File: config.mk
export PLATFORM = sky130hd
export DESIGN_NAME = trap_ctrl
export DESIGN_NICKNAME = d
export VERILOG_FILES = /design/src/rtl/trap_ctrl.sv
export SDC_FILE = /design/constraint.sdc
export NUM_CORES = 1
export LEC_CHECK = 0
export ABC_AREA = 0
export CAP_MARGIN = 20
export CORE_AREA = 2 2 125 127
export CTS_BUF_LIST = sky130_fd_sc_hd__clkbuf_4
export CTS_CLUSTER_SIZE = 10
export DETAILED_ROUTE_END_ITERATION = 12
export DIE_AREA = 0 0 127 129
export HOLD_SLACK_MARGIN = 0.03
export PLACE_DENSITY = 0.86
export SYNTH_ARGS = -nofsm -noshare
export SYNTH_HDL_FRONTEND = slang
export SYNTH_SLANG_ARGS = --single-unit
export TNS_END_PERCENT = 100
File: constraint.sdc
create_clock -name clk -period 3.6 [get_ports clk]
set_input_delay 0.54 -clock clk [delete_from_list [all_inputs] [get_ports clk]]
set_output_delay 0.54 -clock clk [all_outputs]
set_load 0.005 [all_outputs]
File: src/rtl/trap_ctrl.sv
// Machine-mode trap/return sequencer: captures exceptions and MRET at commit, owns the trap CSRs,
// flushes the pipeline and then issues one fetch redirect. Optional trap counter: TRAP_CTRL_TRAP_COUNT_EN.
module trap_ctrl #(
  parameter int          FLUSH_CYCLES = 2,
  parameter logic [31:0] MTVEC_RESET  = 32'h8000_0000
) (
  input  logic        clk,
  input  logic        rst,
  input  logic        commit_valid,
  output logic        commit_ready,
  input  logic [31:0] commit_pc,
  input  logic        commit_ex_valid,
  input  logic [3:0]  commit_ex,
  input  logic [31:0] commit_ex_tval,
  input  logic        commit_ret_valid,
  output logic        flush,
  output logic        redirect_valid,
  input  logic        redirect_ready,
  output logic [31:0] redirect_target,
  input  logic        csr_we,
  input  logic [11:0] csr_addr,
  input  logic [31:0] csr_wdata,
  output logic [31:0] csr_rdata
);

  localparam logic [11:0] CSR_MSTATUS  = 12'h300;
  localparam logic [11:0] CSR_MTVEC    = 12'h305;
  localparam logic [11:0] CSR_MEPC     = 12'h341;
  localparam logic [11:0] CSR_MCAUSE   = 12'h342;
  localparam logic [11:0] CSR_MTVAL    = 12'h343;
  localparam logic [11:0] CSR_MTRAPCNT = 12'h7C0;

  localparam int              CNT_W    = (FLUSH_CYCLES < 2) ? 1 : $clog2(FLUSH_CYCLES);
  localparam logic [CNT_W-1:0] CNT_LAST = CNT_W'(FLUSH_CYCLES - 1);

  typedef enum logic [1:0] {
    S_IDLE     = 2'd0,
    S_FLUSH    = 2'd1,
    S_REDIRECT = 2'd2
  } state_t;

  state_t           state_reg, state_next;
  logic [CNT_W-1:0] flush_cnt_reg, flush_cnt_next;

  logic        mie_reg, mpie_reg;
  logic [31:0] mepc_reg, mcause_reg, mtval_reg, mtvec_reg, target_reg;

  logic accept, trap_take, ret_take;
  logic wr_mstatus, wr_mtvec, wr_mepc, wr_mcause, wr_mtval;
  logic unused_pc_bits;

  assign accept    = commit_valid && commit_ready;
  assign trap_take = accept && commit_ex_valid;
  assign ret_take  = accept && commit_ret_valid && !commit_ex_valid;

  assign wr_mstatus = csr_we && (csr_addr == CSR_MSTATUS);
  assign wr_mtvec   = csr_we && (csr_addr == CSR_MTVEC);
  assign wr_mepc    = csr_we && (csr_addr == CSR_MEPC);
  assign wr_mcause  = csr_we && (csr_addr == CSR_MCAUSE);
  assign wr_mtval   = csr_we && (csr_addr == CSR_MTVAL);

  // mepc is word aligned, so the low pc bits are never stored
  assign unused_pc_bits = ^commit_pc[1:0];

  always_ff @(posedge clk or negedge rst) begin
    if (!rst) begin
      state_reg     <= S_IDLE;
      flush_cnt_reg <= '0;
    end else begin
      state_reg     <= state_next;
      flush_cnt_reg <= flush_cnt_next;
    end
  end

  always_comb begin
    state_next     = state_reg;
    flush_cnt_next = flush_cnt_reg;
    commit_ready   = 1'b0;
    flush          = 1'b0;
    redirect_valid = 1'b0;
    case (state_reg)
      S_IDLE: begin
        commit_ready = 1'b1;
        if (trap_take || ret_take) begin
          state_next     = S_FLUSH;
          flush_cnt_next = '0;
        end
      end
      S_FLUSH: begin
        flush = 1'b1;
        if (flush_cnt_reg == CNT_LAST) begin
          state_next     = S_REDIRECT;
          flush_cnt_next = '0;
        end else begin
          flush_cnt_next = flush_cnt_reg + CNT_W'(1);
        end
      end
      S_REDIRECT: begin
        redirect_valid = 1'b1;
        if (redirect_ready) begin
          state_next = S_IDLE;
        end
      end
      default: begin
        state_next     = S_IDLE;
        flush_cnt_next = '0;
      end
    endcase
  end

  assign redirect_target = target_reg;

  // Trap/MRET updates override a same-cycle CSR write to the same register
  always_ff @(posedge clk or negedge rst) begin
    if (!rst) begin
      mie_reg  <= 1'b0;
      mpie_reg <= 1'b0;
    end else if (trap_take) begin
      mpie_reg <= mie_reg;
      mie_reg  <= 1'b0;
    end else if (ret_take) begin
      mie_reg  <= mpie_reg;
      mpie_reg <= 1'b1;
    end else if (wr_mstatus) begin
      mie_reg  <= csr_wdata[3];
      mpie_reg <= csr_wdata[7];
    end
  end

  always_ff @(posedge clk or negedge rst) begin
    if (!rst) begin
      mepc_reg   <= '0;
      mcause_reg <= '0;
      mtval_reg  <= '0;
    end else if (trap_take) begin
      mepc_reg   <= {commit_pc[31:2], 2'b00};
      mcause_reg <= {28'b0, commit_ex};
      mtval_reg  <= commit_ex_tval;
    end else begin
      if (wr_mepc) begin
        mepc_reg <= {csr_wdata[31:2], 2'b00};
      end
      if (wr_mcause) begin
        mcause_reg <= csr_wdata;
      end
      if (wr_mtval) begin
        mtval_reg <= csr_wdata;
      end
    end
  end

  always_ff @(posedge clk or negedge rst) begin
    if (!rst) begin
      mtvec_reg <= MTVEC_RESET & 32'hFFFF_FFFC;
    end else if (wr_mtvec) begin
      mtvec_reg <= {csr_wdata[31:2], 2'b00};
    end
  end

  // Target is captured from the pre-edge CSR values and held until the next entry
  always_ff @(posedge clk or negedge rst) begin
    if (!rst) begin
      target_reg <= '0;
    end else if (trap_take) begin
      target_reg <= mtvec_reg;
    end else if (ret_take) begin
      target_reg <= mepc_reg;
    end
  end

`ifdef TRAP_CTRL_TRAP_COUNT_EN
  logic [31:0] mtrapcnt_reg;

  always_ff @(posedge clk or negedge rst) begin
    if (!rst) begin
      mtrapcnt_reg <= '0;
    end else if (trap_take) begin
      mtrapcnt_reg <= mtrapcnt_reg + 32'd1;
    end else if (csr_we && (csr_addr == CSR_MTRAPCNT)) begin
      mtrapcnt_reg <= csr_wdata;
    end
  end
`endif

  always_comb begin
    csr_rdata = '0;
    case (csr_addr)
      CSR_MSTATUS: csr_rdata = {19'b0, 2'b11, 3'b0, mpie_reg, 3'b0, mie_reg, 3'b0};
      CSR_MTVEC:   csr_rdata = mtvec_reg;
      CSR_MEPC:    csr_rdata = mepc_reg;
      CSR_MCAUSE:  csr_rdata = mcause_reg;
      CSR_MTVAL:   csr_rdata = mtval_reg;
`ifdef TRAP_CTRL_TRAP_COUNT_EN
      CSR_MTRAPCNT: csr_rdata = mtrapcnt_reg;
`endif
      default:     csr_rdata = '0;
    endcase
  end

endmodule

==> results of run 1 <==
-- cell families after synthesis --
| logic type | Yosys count | synth area share, % |
|---|---|---|
| AOI/OAI and AO/OA | 194 | 15.82 |
| buffers and inverters | 86 | 5.195 |
| DFF | 159 | 48.75 |
| muxes | 64 | 8.751 |
| other | 1 | 0.04593 |
| and+or+nand+nor | 411 | 21.44 |
-- path summary, 6_finish.rpt --
path	start	endpoint	slack [ns]	cells after the start
max in group asynchronous	rst	mcause_reg[26]$_DFFE_PN0P_	2.17	3
max	csr_addr[2]	csr_rdata[11]	0.41	7
min	rst	redirect_target[4]$_DFFE_PN0P_	0.51	2
min in group clk	commit_ex_tval[19]	mtval_reg[19]$_DFFE_PN0P_	0.52	3
min reg2reg	mcause_reg[9]$_DFFE_PN0P_	mcause_reg[9]$_DFFE_PN0P_	0.53	2
max reg2reg	state_reg[0]$_DFFE_PN0P_	redirect_target[22]$_DFFE_PN0P_	1.48	5
-- what timing repair did --
item                                    in CTS  in global routing
hold buffers                                 1                  0
endpoints found under the setup margin       0                  0
hold endpoints to repair                    68                  0
-- layout by cell type, fill, tap and decap left out, drive strengths merged, types with 5 or more instances in the layout --
cell,synthesis,routed
a21oi,30,30
a22oi,30,30
a31oi,60,60
and2,5,5
buf,36,35
clkbuf,47,18
clkdlybuf4s50,0,178
clkinv,0,6
dfrtp,158,158
mux2,59,59
mux2i,5,5
nand2,249,249
nand3,65,65
nand4,7,7
nor2,68,68
nor2b,5,5
o211ai,36,36
o22ai,34,34
-- metrics by stage --
| step | hold slack, ns | total power [uW] | cell area, um2 |
|---|---|---|---|
| 2_1_floorplan | 0.2444 | 3777 | 8168 |
| 3_3_place_gp | 0.4921 | 4573 | 10150 |
| 3_5_place_dp | 0.5054 | 4663 | 10150 |
| 4_1_cts | 0.4954 | 5865 | 10490 |
| 5_1_grt | 0.5136 | 6231 | 10490 |
| 6_report | 0.5050 | 5877 | 10490 |
-- metal layers --
metal	part of all wire, %	up-vias	track usage (%)
li1	-	3524	-
met1	41	3806	40.84
met2	49	419	49.65
met3	8.4	68	5.322
met4	2.6	0	12.48
met5	0	-	0
-- area by class of cell --
class	count	area (um2)
Inverter	3	11.26
Antenna cell	1	2.502
Timing Repair Buffer	214	2141
Tap cell	188	235.2
Multi-Input combinational cell	671	3792
Fill cell	1145	4488
Sequential cell	159	3980
Clock buffer	18	135.1
Clock inverter	14	191.4
-- power groups by stage --
stage / logic, uW / registers (uW) / clock network (uW)
after global routing: 2160 / 2760 / 1300
after CTS: 1940 / 2690 / 1230
after global placement: 1870 / 2710 / 0
final: 1940 / 2700 / 1230
after floorplan: 1140 / 2630 / 0
after detailed placement: 1940 / 2730 / 0
-- critical path: cells and delay by family --
kind	cells	cell delay, ns
and+or+nand+nor	1	0.40
buffers and inverters	3	1.26
AOI/OAI and AO/OA	3	0.44
==> results.py, run 1 <==
metrics = {
    "final_layout": {
        "area_growth_pct": 28.47,
        "postLayoutCoreUtil_pct": 70.03,
        "nNetsFinal": 1185,
        "finalNonFillerCells": 1268,
        "drive_above_1_share_pct": 12.70,
    },
    "global_routing": {
        "grt_start_max_net_pins": 92,
        "grt_util_all_layers_pct": 30.46,
        "grt_pass1_wl_mm": 39.07,
        "grt_pass1_vias": 7576,
        "antenna_found_initial": 1,
        "grt_overflow": 0,
    },
    "synth": {
        "synth_common_cells": "nand2_1, dfrtp_1, nor2_1",
        "synth-seq-cells": 159,
        "synth_area_per_cell_um2": 8.922,
        "yosys_warnings": 0,
        "synth-edff-count": 0,
        "synth_area_um2": 8164,
        "synth_cell_types": 38,
        "yosysSeqAreaShare_pct": 48.75,
        "synth_area_leaders": "dfrtp_1, nand2_1, mux2_2, a31oi_1, nand3_1",
        "postSynth.asyncResetShare_pct": 100.0,
        "synth_area_leader_cell": "dfrtp_1",
        "synth_top_area_share_pct": 48.43,
        "netlist_instances": 915,
        "ys.flop_type": "dfrtp_1",
        "yosysMostFrequentCell": "nand2_1",
    },
    "power_and_ir_drop": {
        "power_density_nw_per_um2": 560.4,
        "vdd_ir_drop_max_v": 0.0003020,
        "p_clk_share_pct": 21.0,
        "power_frac_comb_pct": 33.1,
        "p_switching_uw": 1985,
        "p_leak_uw": 0.004446,
        "swShare_pct": 33.78,
        "p_int_uw": 3892,
        "p_seq_share_pct": 46.0,
    },
    "clock_network": {
        "cts_setup_buffers": 0,
        "clk_latency_ns": 0.59,
        "cts_tree": "done",
        "htreeDepth": 4,
        "cts-resized-gates": 0,
        "clk_pin_slew_ns": 0.14,
        "ctsLongestPathBuffers": 2,
        "cts_buffers": 17,
        "clock_sinks": 159,
        "cts_root_buf": "clkbuf_4",
    },
    "detailed_routing": {
        "drtIter0Drc": 829,
        "drtPass1Iterations": 5,
        "final_antenna_net_count": 0,
        "vias_per_cell": 6.165,
        "dr_total_vias": 7817,
        "wl_per_cell_um": 19.64,
        "drcViolationCount": 0,
        "wl_mm": 24.91,
    },
    "timing": {
        "tightest_slew_ns": 0.6561,
        "setup_violations": 0,
        "fmaxAchievable_mhz": 313.6,
        "rsz0062_at_grt": "false",
        "fin_ws_ns": 0.4108,
        "hold_viol_final": 0,
        "drv_slew": 0,
        "fin_crit_sh_pct": 88.59,
        "relSlewSlack_pct": 56.26,
        "finalCriticalPeriod_ns": 3.189,
        "finClkSkew_ns": 0.01785,
        "tns_ns": 0,
    },
    "placed_design": {
        "port_buffers": 181,
        "hpwl_mm": 16.28,
        "dp_cells": 1234,
        "dp_worst_setup_slack_ns": 0.4614,
        "gp_congestion": 0.8902,
    },
    "setup_path": {
        "cp.required_ns": 3.06,
        "start_kind": "primary input",
        "path_class": "in2out",
        "end_kind": "primary output",
        "cp_common_cell": "clkdlybuf4s50_1",
        "slowest_delay_ns": 0.52,
        "slowest_stage": "clkdlybuf4s50_1",
        "critPathMaxFanout": 19,
        "crit_arrival_ns": 2.65,
        "crit_chain": "clkdlybuf4s50_1 -> and2_2 -> buf_12 -> a21oi_1 -> o22ai_1 -> a32o_1 -> clkdlybuf4s50_1",
    },
    "die": {
        "floorplan.initialDensity_pct": 54.51,
        "die_area_um2": 16380,
        "core_area_um2": 14980,
        "die_w_um": 127,
        "die_h_um": 129,
        "io_pins": 186,
        "core.rowCount": 45,
    },
    "job": {
        "drv_cap": 0,
    },
    "status": {
        "outcome": "finished clean",
    },
    "worst_hold_path": {
        "hp-class": "in2async",
    },
}
No activity file was read; power rests on OpenSTA's default activity.
==> inputs of run 2 (changes only) <==
DONT_BUFFER_PORTS = 1   (was default)
PLACE_DENSITY = 0.75   (was 0.86)
==> run 2 against run 1 <==
Net effect:
- setup slack better by 0.57 ns
- critical path type unchanged
- flip-flop and latch count did not move
- largest cell class unchanged
- core utilization fell by 12 points
- the flow now finishes with violations (negative hold slack)
- cell count fell by 14%
- non-clock buffer count down 172
- critical endpoint is now csr_rdata[18]
- clock power decreased by 5%
- sequential power is 2% higher
==> results.py, run 2 (synthesis results as in run 1) <==
metrics = {
    "detailed_routing": {
        "wl_mm": 23.45,
        "vias_per_cell": 6.370,
        "drtIter0Drc": 569,
        "final_antenna_net_count": 0,
        "drcViolationCount": 0,
        "dr_total_vias": 6982,
        "drtPass1Iterations": 5,
        "wl_per_cell_um": 21.40,
    },
    "timing": {
        "tns_ns": 0,
        "rsz0062_at_grt": "false",
        "fin_ws_ns": 0.9783,
        "tightest_slew_ns": 0.9573,
        "hold_viol_final": 159,
        "fmaxAchievable_mhz": 381.4,
        "drv_slew": 0,
        "finalCriticalPeriod_ns": 2.622,
        "fin_crit_sh_pct": 72.83,
        "finClkSkew_ns": 0.02437,
        "holdWs_ns": -0.3638,
        "relSlewSlack_pct": 36.18,
        "setup_violations": 0,
    },
    "final_layout": {
        "drive_above_1_share_pct": 15.77,
        "nNetsFinal": 1013,
        "n_fill_cell": 1322,
        "final_cell_mix": "nand2_1, dfrtp_1, nor2_1",
        "postLayoutCoreUtil_pct": 57.86,
        "layout_commonest_cell": "nand2_1",
        "finalNonFillerCells": 1096,
        "multi_input_area_um2": 3791,
        "register_area_um2": 3980,
        "area_growth_pct": 6.146,
    },
    "clock_network": {
        "cts_buffers": 17,
        "cts-resized-gates": 0,
        "clk_latency_ns": 0.59,
        "ctsLongestPathBuffers": 2,
        "clk_pin_slew_ns": 0.14,
        "htreeDepth": 4,
        "cts_root_buf": "clkbuf_4",
        "clock_sinks": 159,
        "cts_tree": "done",
        "cts_setup_buffers": 0,
    },
    "setup_path": {
        "slowest_stage": "buf_4",
        "rrSetupSlack_ns": 1.14,
        "start_kind": "primary input",
        "crit_start": "csr_addr[3]",
        "r2r_cells": 5,
        "path_class": "in2out",
        "cp_common_cell": "buf_4",
        "cp.required_ns": 3.06,
        "crit_arrival_ns": 2.08,
        "crit_end": "csr_rdata[18]",
        "slowest_delay_ns": 0.35,
        "critPathMaxFanout": 21,
        "end_kind": "primary output",
        "r2r-start": "state_reg[0]$_DFFE_PN0P_",
        "crit-reg2reg-capture": "mpie_reg$_DFFE_PN0P_",
        "crit_chain": "nor4_4 -> buf_4 -> nand2_2 -> buf_4 -> o22ai_1 -> buf_4",
    },
    "global_routing": {
        "grt_pass1_wl_mm": 36.69,
        "grt_util_all_layers_pct": 28.90,
        "antenna_found_initial": 1,
        "grt_pass1_vias": 6699,
        "grt_start_max_net_pins": 160,
        "grt_overflow": 0,
    },
    "die": {
        "floorplan.initialDensity_pct": 54.51,
        "die_w_um": 127,
        "core.rowCount": 45,
        "core_area_um2": 14980,
        "io_pins": 186,
        "die_h_um": 129,
        "die_area_um2": 16380,
    },
    "power_and_ir_drop": {
        "p_leak_uw": 0.003775,
        "vdd_ir_drop_max_v": 0.0003748,
        "power_density_nw_per_um2": 605.7,
    },
    "worst_hold_path": {
        "hp-class": "in2async",
    },
    "status": {
        "failed_checks": "negative hold slack",
        "outcome": "finished, violations left",
    },
    "placed_design": {
        "port_buffers": 0,
        "gp_congestion": 0.8254,
        "dp_worst_setup_slack_ns": 0.9910,
        "dp_cells": 1063,
        "hpwl_mm": 14.98,
    },
    "job": {
        "drv_cap": 0,
    },
}
-- run 2: worst max-delay path, delay by kind of cell --
| family | cells | cell delay (ns) |
|---|---|---|
| AOI/OAI and AO/OA | 1 | 0.23 |
| buffers and inverters | 3 | 0.72 |
| and+or+nand+nor | 2 | 0.58 |
-- run 2: through the flow --
stage                     hold slack [ns]  area, um2  power (uW)
final                             -0.3638       8666        5249
after global placement             0.2513       8358        4046
after floorplan                    0.2444       8168        3777
after CTS                         -0.4004       8663        5270
after detailed placement           0.2500       8358        4122
after global routing              -0.4164       8666        5584
-- run 2: area by class of cell --
type	count	share of cell area, %
antenna	1	0.02888
inverter	3	0.1299
multi-input combinational	671	43.75
tap	188	2.714
clock inverter	10	1.617
timing repair buffer	42	3.927
clock buffer	22	1.906
sequential	159	45.93
-- run 2: routing by layer --
layer / global-route usage [%] / routed length [um]
met1: 38.60 / 9525
met2: 46.71 / 11320
met3: 7.110 / 2211
met4: 9.632 / 398
met5: 0 / 0
-- run 2: power by group --
group          internal (uW)  switching [uW]  total, uW
Clock                    521             649       1170
Sequential              2330             417       2750
Combinational            599             735       1330
-- run 2: worst min path at each step --
stage          slack [ns]                              to  from
2_1_floorplan        0.24       flush_cnt_reg$_DFFE_PN0P_   rst
3_3_place_gp         0.25  redirect_target[4]$_DFFE_PN0P_   rst
3_5_place_dp         0.25  redirect_target[2]$_DFFE_PN0P_   rst
4_1_cts             -0.40       mtval_reg[14]$_DFFE_PN0P_   rst
5_1_grt             -0.42        mtval_reg[1]$_DFFE_PN0P_   rst
6_report            -0.36       mcause_reg[2]$_DFFE_PN0P_   rst
